[src/rtl/palette_pkg.sv]
// palette_pkg
// Shared types and constants for the programmable palette lookup.
//   fade_state_t    : states of the brightness fade machine
//   rgb_t           : one 8-bit-per-channel palette colour
//   DEFAULT_PALETTE : the 16 colours the table holds after reset
//   BRIGHT_MAX      : full brightness (colours pass through unscaled)
package palette_pkg;

    typedef enum logic [1:0] {
        IDLE     = 2'd0,
        FADE_IN  = 2'd1,
        FADE_OUT = 2'd2
    } fade_state_t;

    typedef struct packed {
        logic [7:0] red;
        logic [7:0] green;
        logic [7:0] blue;
    } rgb_t;

    localparam logic [7:0] BRIGHT_MAX = 8'd255;

    // Entries 14 and 15 are intentionally the same brown; this matches the
    // fixed decoder this table replaces.
    localparam rgb_t DEFAULT_PALETTE [16] = '{
        '{8'hFF, 8'h00, 8'hFF},
        '{8'h00, 8'h00, 8'h00},
        '{8'hFF, 8'hFF, 8'hFF},
        '{8'hFF, 8'hC9, 8'h0E},
        '{8'h26, 8'h34, 8'hD9},
        '{8'hED, 8'h1C, 8'h24},
        '{8'h80, 8'h00, 8'hFF},
        '{8'hFF, 8'h7F, 8'h27},
        '{8'h88, 8'h00, 8'h15},
        '{8'hE6, 8'hCE, 8'hC1},
        '{8'h00, 8'hA2, 8'hE8},
        '{8'h00, 8'h80, 8'h00},
        '{8'h5E, 8'h00, 8'h0E},
        '{8'h22, 8'hB1, 8'h4C},
        '{8'h7E, 8'h4F, 8'h34},
        '{8'h7E, 8'h4F, 8'h34}
    };

endpackage

[src/rtl/palette_fader.sv]
// palette_fader
// Global brightness register with a timed fade-in / fade-out machine.
//   clk, reset                 : clock, synchronous active-high reset
//   bright_set_en/_val         : direct brightness load (highest priority)
//   fade_in_start              : ramp brightness up to BRIGHT_MAX
//   fade_out_start             : ramp brightness down to 0
//   brightness                 : current brightness
//   fade_busy                  : machine is mid-fade
//   fade_done                  : one-cycle pulse when a fade hits its limit
module palette_fader
    import palette_pkg::*;
#(
    parameter int FADE_DIV  = 65536,
    parameter int FADE_STEP = 4
) (
    input  logic       clk,
    input  logic       reset,
    input  logic       bright_set_en,
    input  logic [7:0] bright_set_val,
    input  logic       fade_in_start,
    input  logic       fade_out_start,
    output logic [7:0] brightness,
    output logic       fade_busy,
    output logic       fade_done
);

    localparam int               DIV_W    = (FADE_DIV > 1) ? $clog2(FADE_DIV) : 1;
    localparam logic [DIV_W-1:0] DIV_LAST = DIV_W'(FADE_DIV - 1);
    localparam logic [7:0]       STEP_B   = 8'(FADE_STEP);

    fade_state_t      state;
    logic [DIV_W-1:0] divider;
    logic             upSat;
    logic             downSat;

    // Saturation tests are done in int so a step larger than the headroom
    // never wraps the 8-bit brightness.
    assign upSat     = (int'(brightness) + FADE_STEP) >= int'(BRIGHT_MAX);
    assign downSat   = int'(brightness) <= FADE_STEP;
    assign fade_busy = (state != IDLE);

    // Single fade machine. Priority: direct load, then fade-in start, then
    // fade-out start, then normal stepping. A start that finds brightness
    // already at its target completes immediately with a done pulse.
    always_ff @(posedge clk) begin
        if (reset) begin
            state      <= IDLE;
            brightness <= BRIGHT_MAX;
            divider    <= '0;
            fade_done  <= 1'b0;
        end else begin
            fade_done <= 1'b0;
            if (bright_set_en) begin
                brightness <= bright_set_val;
                state      <= IDLE;
                divider    <= '0;
            end else if (fade_in_start) begin
                divider <= '0;
                if (brightness == BRIGHT_MAX) begin
                    state     <= IDLE;
                    fade_done <= 1'b1;
                end else begin
                    state <= FADE_IN;
                end
            end else if (fade_out_start) begin
                divider <= '0;
                if (brightness == 8'd0) begin
                    state     <= IDLE;
                    fade_done <= 1'b1;
                end else begin
                    state <= FADE_OUT;
                end
            end else if (state != IDLE) begin
                if (divider == DIV_LAST) begin
                    divider <= '0;
                    if (state == FADE_IN) begin
                        if (upSat) begin
                            brightness <= BRIGHT_MAX;
                            state      <= IDLE;
                            fade_done  <= 1'b1;
                        end else begin
                            brightness <= brightness + STEP_B;
                        end
                    end else begin
                        if (downSat) begin
                            brightness <= 8'd0;
                            state      <= IDLE;
                            fade_done  <= 1'b1;
                        end else begin
                            brightness <= brightness - STEP_B;
                        end
                    end
                end else begin
                    divider <= divider + DIV_W'(1);
                end
            end
        end
    end

endmodule

[src/rtl/palette_lut.sv]
// palette_lut
// Writable colour-code to RGB lookup with a 2-stage pipeline, global
// brightness scaling and a transparency flag for the key colour.
//   clk, reset                  : clock, synchronous active-high reset
//   pix_valid_in, pix_code      : pixel code to look up
//   wr_en, wr_addr, wr_red/green/blue : table write port
//   bright_set_en/_val, fade_in_start, fade_out_start : brightness control
//   pix_valid_out, red/green/blue, transparent : result, 2 cycles later
//   brightness, fade_busy, fade_done : fade machine status
module palette_lut
    import palette_pkg::*;
#(
    parameter int CODE_W    = 4,
    parameter int COLOR_W   = 8,
    parameter int FADE_DIV  = 65536,
    parameter int FADE_STEP = 4,
    parameter int KEY_CODE  = 0
) (
    input  logic               clk,
    input  logic               reset,
    input  logic               pix_valid_in,
    input  logic [CODE_W-1:0]  pix_code,
    input  logic               wr_en,
    input  logic [CODE_W-1:0]  wr_addr,
    input  logic [COLOR_W-1:0] wr_red,
    input  logic [COLOR_W-1:0] wr_green,
    input  logic [COLOR_W-1:0] wr_blue,
    input  logic               bright_set_en,
    input  logic [7:0]         bright_set_val,
    input  logic               fade_in_start,
    input  logic               fade_out_start,
    output logic               pix_valid_out,
    output logic [COLOR_W-1:0] red,
    output logic [COLOR_W-1:0] green,
    output logic [COLOR_W-1:0] blue,
    output logic               transparent,
    output logic [7:0]         brightness,
    output logic               fade_busy,
    output logic               fade_done
);

    localparam int DEPTH = 2 ** CODE_W;
    localparam int PW    = COLOR_W + 9;

    logic [COLOR_W-1:0] tabRed   [DEPTH];
    logic [COLOR_W-1:0] tabGreen [DEPTH];
    logic [COLOR_W-1:0] tabBlue  [DEPTH];

    logic               s1Valid;
    logic [COLOR_W-1:0] s1Red;
    logic [COLOR_W-1:0] s1Green;
    logic [COLOR_W-1:0] s1Blue;
    logic               s1Transp;

    // (c * (b+1)) >> 8: brightness 255 is an exact pass-through, 0 is black.
    function automatic logic [COLOR_W-1:0] scaleChan(input logic [COLOR_W-1:0] c,
                                                     input logic [7:0] b);
        logic [PW-1:0] prod;
        prod = PW'(c) * PW'({1'b0, b} + 9'd1);
        return prod[COLOR_W+7:8];
    endfunction

    palette_fader #(
        .FADE_DIV  (FADE_DIV),
        .FADE_STEP (FADE_STEP)
    ) u_fader (
        .clk            (clk),
        .reset          (reset),
        .bright_set_en  (bright_set_en),
        .bright_set_val (bright_set_val),
        .fade_in_start  (fade_in_start),
        .fade_out_start (fade_out_start),
        .brightness     (brightness),
        .fade_busy      (fade_busy),
        .fade_done      (fade_done)
    );

    // Palette table. Reset reloads the default colours (entries beyond the
    // first 16 become black) and overrides any write in the same cycle.
    always_ff @(posedge clk) begin
        if (reset) begin
            for (int i = 0; i < DEPTH; i++) begin
                tabRed[i]   <= (i < 16) ? COLOR_W'(DEFAULT_PALETTE[i % 16].red)   : '0;
                tabGreen[i] <= (i < 16) ? COLOR_W'(DEFAULT_PALETTE[i % 16].green) : '0;
                tabBlue[i]  <= (i < 16) ? COLOR_W'(DEFAULT_PALETTE[i % 16].blue)  : '0;
            end
        end else if (wr_en) begin
            tabRed[wr_addr]   <= wr_red;
            tabGreen[wr_addr] <= wr_green;
            tabBlue[wr_addr]  <= wr_blue;
        end
    end

    // Lookup pipeline. Stage 1 reads the table before any same-cycle write
    // lands, so a simultaneous write/lookup returns the old colour. Stage 2
    // scales with whatever brightness is current as the pixel passes through.
    // Data registers only move with their valid, so they hold when idle.
    always_ff @(posedge clk) begin
        if (reset) begin
            s1Valid       <= 1'b0;
            s1Red         <= '0;
            s1Green       <= '0;
            s1Blue        <= '0;
            s1Transp      <= 1'b0;
            pix_valid_out <= 1'b0;
            red           <= '0;
            green         <= '0;
            blue          <= '0;
            transparent   <= 1'b0;
        end else begin
            s1Valid       <= pix_valid_in;
            pix_valid_out <= s1Valid;
            if (pix_valid_in) begin
                s1Red    <= tabRed[pix_code];
                s1Green  <= tabGreen[pix_code];
                s1Blue   <= tabBlue[pix_code];
                s1Transp <= (pix_code == CODE_W'(KEY_CODE));
            end
            if (s1Valid) begin
                red         <= scaleChan(s1Red, brightness);
                green       <= scaleChan(s1Green, brightness);
                blue        <= scaleChan(s1Blue, brightness);
                transparent <= s1Transp;
            end
        end
    end

endmodule

[config.mk]
export PLATFORM = sky130hd
export DESIGN_NAME = palette_lut
export DESIGN_NICKNAME = d
export VERILOG_FILES = /design/src/rtl/palette_pkg.sv /design/src/rtl/palette_fader.sv /design/src/rtl/palette_lut.sv
export SDC_FILE = /design/constraint.sdc
export NUM_CORES = 1
export LEC_CHECK = 0
export ABC_AREA = 0
export ABC_CLOCK_PERIOD_IN_PS = 17400
export CORE_AREA = 2 2 249 251
export DETAILED_ROUTE_END_ITERATION = 8
export DIE_AREA = 0 0 251 253
export PLACE_DENSITY = 0.66
export SETUP_SLACK_MARGIN = 0.02
export SYNTH_ARGS = -nofsm -noshare
export SYNTH_HDL_FRONTEND = slang
export SYNTH_SLANG_ARGS = --single-unit
[constraint.sdc]
create_clock -name clk -period 17.4 [get_ports clk]
set_clock_uncertainty 0.15 [all_clocks]
set_input_delay 3.48 -clock clk [delete_from_list [all_inputs] [get_ports clk]]
set_output_delay 3.48 -clock clk [all_outputs]
set_load 0.01 [all_outputs]
==> impl_metrics.tcl, run 1 <==
set metrics [dict create \
    antenna_found_initial 5 \
    whs_ns 0.297 \
    cts_made_buffers 50 \
    area_delta_synth_final_pct 11.3 \
    grt-ovfl-total 0 \
    powerDensity_nw_per_um2 98.1 \
    seq_area_frac_synth_pct 48.3 \
    leakagePower_nw 11.5 \
    fp.coreArea_um2 61000 \
    synth.largest_area_cell "edfxtp_1" \
    cts.sinks 463 \
    status "finished clean" \
    path_max_fanout 23 \
    cp_slowest_cell "nand4b_1" \
    top_layer "met4" \
    vias 17076 \
    cts-htree-levels 2 \
    drc 0 \
    clock_latency_ns 0.61 \
    required_ns 17.48 \
    synth_area_leaders "edfxtp_1, mux4_2, fa_1" \
    synth_cell_types 70 \
    clkTransAtPathRegs_ns 0.06 \
    grt_pass1_vias 17855 \
    m1WireLength_mm 29.6 \
    cp_top_family "simple AND/OR/NAND/NOR gates" \
    drt_iter0_markers 1567 \
    grt_usage_pct 22.6 \
    crit_arrival_ns 6.75 \
    viasPerCell 5.69 \
    finalWeightedCongestion 0.853 \
    synth_edf_count 384 \
    cts_tree "built" \
    io_buffers 82 \
    fin_crit_ns 6.67 \
    die_w_um 251 \
    syn_area_um2 27200 \
    grt_max_degree 70 \
    wl_met3_mm 4.83 \
    synthMostInstantiatedCell "edfxtp_1" \
    worst_pin_slew_ns 1.13 \
    ios 83 \
    end_kind "register" \
    firstDrtPassIters 5 \
    crit_path_max_incr_delay_ns 0.89 \
    met2_length_mm 34.6 \
    syn_nets 2432 \
    peakVddDrop_mv 0.0771 \
    synth.top_cells.by_count "edfxtp_1, and2_1, inv_1, or3_1, clkbuf_1" \
    crit_chain "clkdlybuf4s50_1, nand4b_1, buf_4, nor2_1, or2_1, buf_4" \
    clock-root-buffer "clkbuf_16" \
    ys.flop_type "edfxtp_1" \
    setup_violations 0 \
    final_hold_viol_count 0 \
    finalWirelength_mm 70.6 \
    cts_repair_resize_count 0 \
    cap_viol_max_count 0 \
    synth_area_per_cell_um2 12.6 \
    start_util_pct 44.5 \
    ys_warn_count 0 \
    die_area_um2 63500 \
    startpoint_type "input pin" \
    dp_hpwl_mm 44.1 \
    min_path_type "reg -> reg" \
    yosysTopAreaCellShare_pct 42.5 \
    detail_route.wl_per_cell_um 23.5 \
    finalCritPeriodShare_pct 38.3 \
    finalMaxSlewViolations 0 \
    rsz0062_at_grt "no" \
    cts_hold_buf 0 \
    nets 2440 \
    cpMostUsedCell "buf_4" \
    clock_path_buffers 3 \
    grt_pass1_wl_mm 109 \
    fmax_mhz 150 \
    crit_buf_inv 3 \
    fp.dieH_um 253 \
    tns_ns 0 \
    synthCells 2161 \
    post_cts_buffers 0 \
    critical_path_class "in -> reg" \
    drtAntennaViolNets 0 \
    core.rowCount 91 \
    layout-drive-gt1-share_pct 12.1 \
    ys_ff_latch 463 \
    slew_headroom_pct 24.5 \
    async_reset_ff_share_pct 0 \
]
[state kept, by name, summed over array words and instances (netlist names), 2 cells and up]
signal              count
u_fader.brightness      8
red                     8
tabBlue               128
u_fader.divider        16
s1Green                 8
blue                    8
tabRed                128
s1Red                   8
tabGreen              128
s1Blue                  8
green                   8
u_fader.state           2
[worst min-delay path, delay by kind of cell (launching register included)]
family,cells,cell delay (ns)
compound gates,1,0.05
flops,1,0.31
simple gates,1,0.05
[power by group]
| part | internal (mW) | switching, mW |
|---|---|---|
| clock | 0.597 | 0.465 |
| sequential | 1.27 | 0.0458 |
| combinational | 0.249 | 0.342 |
| total | 2.11 | 0.852 |
[kinds of logic after synthesis]
kind of cell,Yosys count,synth area share [%]
multiplexers,149,11.0
AO/OA/AOI/OAI,129,3.35
AND/OR/NAND/NOR,831,17.6
adder cells (fa/ha/maj),224,13.6
XOR/XNOR,43,1.39
buffers and inverters,322,4.72
flip-flops,463,48.3
[final cells by class]
class | instances | area, µm²
fill | 5243 | 30800
antenna | 3 | 7.51
clock buffer | 59 | 1290
timing repair buffer | 115 | 1050
clock inverter | 32 | 332
inverter | 163 | 612
multi-input combinational | 1376 | 12800
tap | 790 | 988
sequential | 463 | 13100
[layout by cell type (no fill, tap or decap), drive strengths merged, types with 77 or more instances in the layout]
cell | synthesis | routed
edfxtp | 384 | 384
and2 | 350 | 350
inv | 163 | 165
or3 | 142 | 142
mux4 | 120 | 120
fa | 120 | 120
ha | 104 | 104
nand2 | 96 | 96
nor2 | 85 | 85
dfxtp | 79 | 79
clkdlybuf4s50 | 0 | 77
[layer usage]
metal / vias to the layer above / track usage (%)
li1: 7605 / -
met1: 8791 / 30.4
met3: 89 / 3.62
met5: - / 0
met4: 0 / 6.36
met2: 591 / 37.9
[worst paths after layout]
kind | from | end | slack (ns) | cells past startpoint
min | green[3] | green[3] | 0.30 | 2
max | wr_addr[3] | tabGreen[14][7] | 10.73 | 6
max reg2reg | u_fader.brightness[3] | green[4] | 11.17 | 19
min reg2reg | green[3] | green[3] | 0.30 | 2
[stage by stage]
| stage | power [mW] | worst slack [ns] | cells | instance area [µm²] | utilization [%] |
|---|---|---|---|---|---|
| final | 2.97 | 10.73 | 3001 | 30200 | 49.5 |
| after global routing | 3.10 | 10.50 | 3000 | 30200 | 49.5 |
| after CTS | 2.99 | 10.75 | 2998 | 30200 | 49.5 |
| after detailed placement | 1.93 | 10.13 | 2907 | 28600 | 46.8 |
| after global placement | 1.91 | 10.38 | 2907 | 28600 | 46.8 |
| after floorplan | 1.73 | 11.41 | 2161 | 27200 | - |
No activity file was read; power rests on OpenSTA's default activity.
==> run 2: changes to the inputs <==
--- a/config.mk
+++ b/config.mk
@@ -6,7 +6,7 @@
 export NUM_CORES = 1
 export LEC_CHECK = 0
 export ABC_AREA = 0
-export ABC_CLOCK_PERIOD_IN_PS = 17400
+export ABC_CLOCK_PERIOD_IN_PS = 6800
 export CORE_AREA = 2 2 249 251
 export DETAILED_ROUTE_END_ITERATION = 8
 export DIE_AREA = 0 0 251 253
==> constraint.sdc (replaced) <==
create_clock -name clk -period 6.8 [get_ports clk]
set_clock_uncertainty 0.15 [all_clocks]
set_input_delay 1.36 -clock clk [delete_from_list [all_inputs] [get_ports clk]]
set_output_delay 1.36 -clock clk [all_outputs]
set_load 0.01 [all_outputs]
==> run 2 against run 1 <==
Compared with the run above: via count rose by 0.21%; total power rose to 2.5 times the previous value; worst hold slack improved by 0.0064 ns; cell area rose by 0.13%; non-clock buffer count rose by 9; critical path type is now reg -> reg; largest cell class unchanged.
==> impl_metrics.tcl, run 2 (synthesized netlist as in run 1, its figures left out) <==
set metrics [dict create \
    status "finished clean" \
    antenna_found_initial 6 \
    io_buffers 82 \
    grt_max_degree 67 \
    cpMostUsedCell "fa_1" \
    crit_arrival_ns 6.40 \
    area_delta_synth_final_pct 11.4 \
    cp_slowest_cell "dfxtp_1" \
    grtUsageMet2_pct 37.9 \
    cts_repair_resize_count 0 \
    place_area_um2 28700 \
    drt_iter0_markers 1711 \
    grt_pass1_wl_mm 107 \
    cts.sinks 463 \
    crit_buf_inv 3 \
    finalWeightedCongestion 0.854 \
    worst_pin_slew_ns 1.19 \
    fp.dieH_um 253 \
    cp_top_family "adder cells" \
    clock_path_buffers 3 \
    cts_made_buffers 49 \
    num-fill-cells 5273 \
    post_cts_buffers 0 \
    slew_headroom_pct 20.1 \
    ios 83 \
    grt-ovfl-total 0 \
    crit_chain "ha_1, nand2_1, xnor2_2, nand2_1, fa_1, fa_1, inv_1, fa_1, inv_1, fa_1, inv_1, ha_1, or4_1, a31oi_1, o31a_2, o21ai_1, a21o_1, a221o_1" \
    finalCritPeriodShare_pct 89.2 \
    critical_path_class "reg -> reg" \
    cap_viol_max_count 0 \
    finalMaxSlewViolations 0 \
    fp.coreArea_um2 61000 \
    whs_ns 0.303 \
    end_kind "register" \
    met3_usage_pct 4.17 \
    cts_tree "built" \
    tns_ns 0 \
    dp_hpwl_mm 43.8 \
    final_common_cell "edfxtp_1" \
    layout-drive-gt1-share_pct 12.1 \
    peakVddDrop_mv 0.211 \
    multiInputGateArea_um2 12800 \
    clock-root-buffer "clkbuf_16" \
    die_area_um2 63500 \
    fmax_mhz 165 \
    clock_latency_ns 0.60 \
    firstDrtPassIters 5 \
    setup_slack_ns 0.737 \
    grt_usage_pct 22.5 \
    clkTransAtPathRegs_ns 0.06 \
    detail_route.wl_per_cell_um 23.5 \
    drtAntennaViolNets 0 \
    drc 0 \
    grt_pass1_vias 17590 \
    vias 17112 \
    place_ws_ns 0.764 \
    diodes 0 \
    required_ns 7.14 \
    leakagePower_nw 11.5 \
    finalWirelength_mm 70.5 \
    cts_hold_buf 0 \
    core.rowCount 91 \
    cts-htree-levels 2 \
    min_path_type "reg -> reg" \
    crit_path_max_incr_delay_ns 0.62 \
    powerDensity_nw_per_um2 248 \
    die_w_um 251 \
    grt_use_met1_pct 29.6 \
    top_usage_layer "met2" \
    final_cell_mix "edfxtp_1, and2_1, inv_1" \
    final_hold_viol_count 0 \
    start_util_pct 44.5 \
    regArea_um2 13100 \
    reg_top3 "tabBlue: 128 flops, tabGreen: 128 flops, tabRed: 128 flops" \
    nets 2448 \
    startpoint_type "register" \
    fin_crit_ns 6.06 \
    stdcell_area_um2 30300 \
    path_max_fanout 14 \
    rsz0062_at_grt "no" \
    setup_violations 0 \
    viasPerCell 5.70 \
]
[run 2: cell types whose count changed in the layout (fill, tap and decap cells not counted), moves of 2 or more]
| cell | previous run | this run |
|---|---|---|
| buf_12 | 0 | 2 |
| diode_2 | 3 | 0 |
| clkbuf_1 | 8 | 13 |
| clkinv_4 | 3 | 0 |
| clkbuf_8 | 1 | 4 |
| clkinv_2 | 10 | 5 |
| buf_4 | 34 | 41 |
[run 2: final timing paths]
| kind | start | endpoint | slack, ns | depth (start not counted) |
|---|---|---|---|---|
| setup / recovery | u_fader.brightness[2] | blue[6] | 0.74 | 18 |
| hold / removal | blue[2] | blue[2] | 0.30 | 2 |
| setup reg to reg | u_fader.brightness[2] | blue[6] | 0.74 | 18 |
| hold reg to reg | blue[2] | blue[2] | 0.30 | 2 |
[run 2: layout make-up]
class | instances | share of cell area [%]
tap | 790 | 3.27
clock buffer | 67 | 4.48
timing repair buffer | 124 | 3.78
multi-input combinational | 1376 | 42.4
clock inverter | 21 | 0.732
sequential | 463 | 43.3
inverter | 163 | 2.02
[run 2: metal layers]
layer | wire length (µm) | part of all wire, %
met3 | 5600 | 7.9
met5 | 35 | 0.050
met1 | 28400 | 40
met2 | 34500 | 49
met4 | 1980 | 2.8
[run 2: worst reg2reg max path: cells and delay by family (launching register included)]
| kind | cells | cell delay (ns) |
|---|---|---|
| xor+xnor | 1 | 0.43 |
| fa+ha+maj | 6 | 2.72 |
| simple gates | 3 | 0.83 |
| buf+inv | 3 | 0.16 |
| flops | 1 | 0.62 |
| compound gates | 5 | 1.06 |
[run 2: per-stage QoR]
stage	util, %	std cells	power (mW)
finish	49.6	3004	7.51
global route	49.6	3004	7.87
CTS	49.6	3004	7.56
detailed placement	47.0	2916	4.93
global placement	47.0	2916	4.89
floorplan	-	2161	4.42
[run 2: where the power goes]
| group | internal (mW) | switching, mW | leakage (nW) |
|---|---|---|---|
| logic | 0.650 | 0.879 | 6.37 |
| registers | 3.24 | 0.102 | 4.40 |
| clock network | 1.51 | 1.13 | 0.765 |
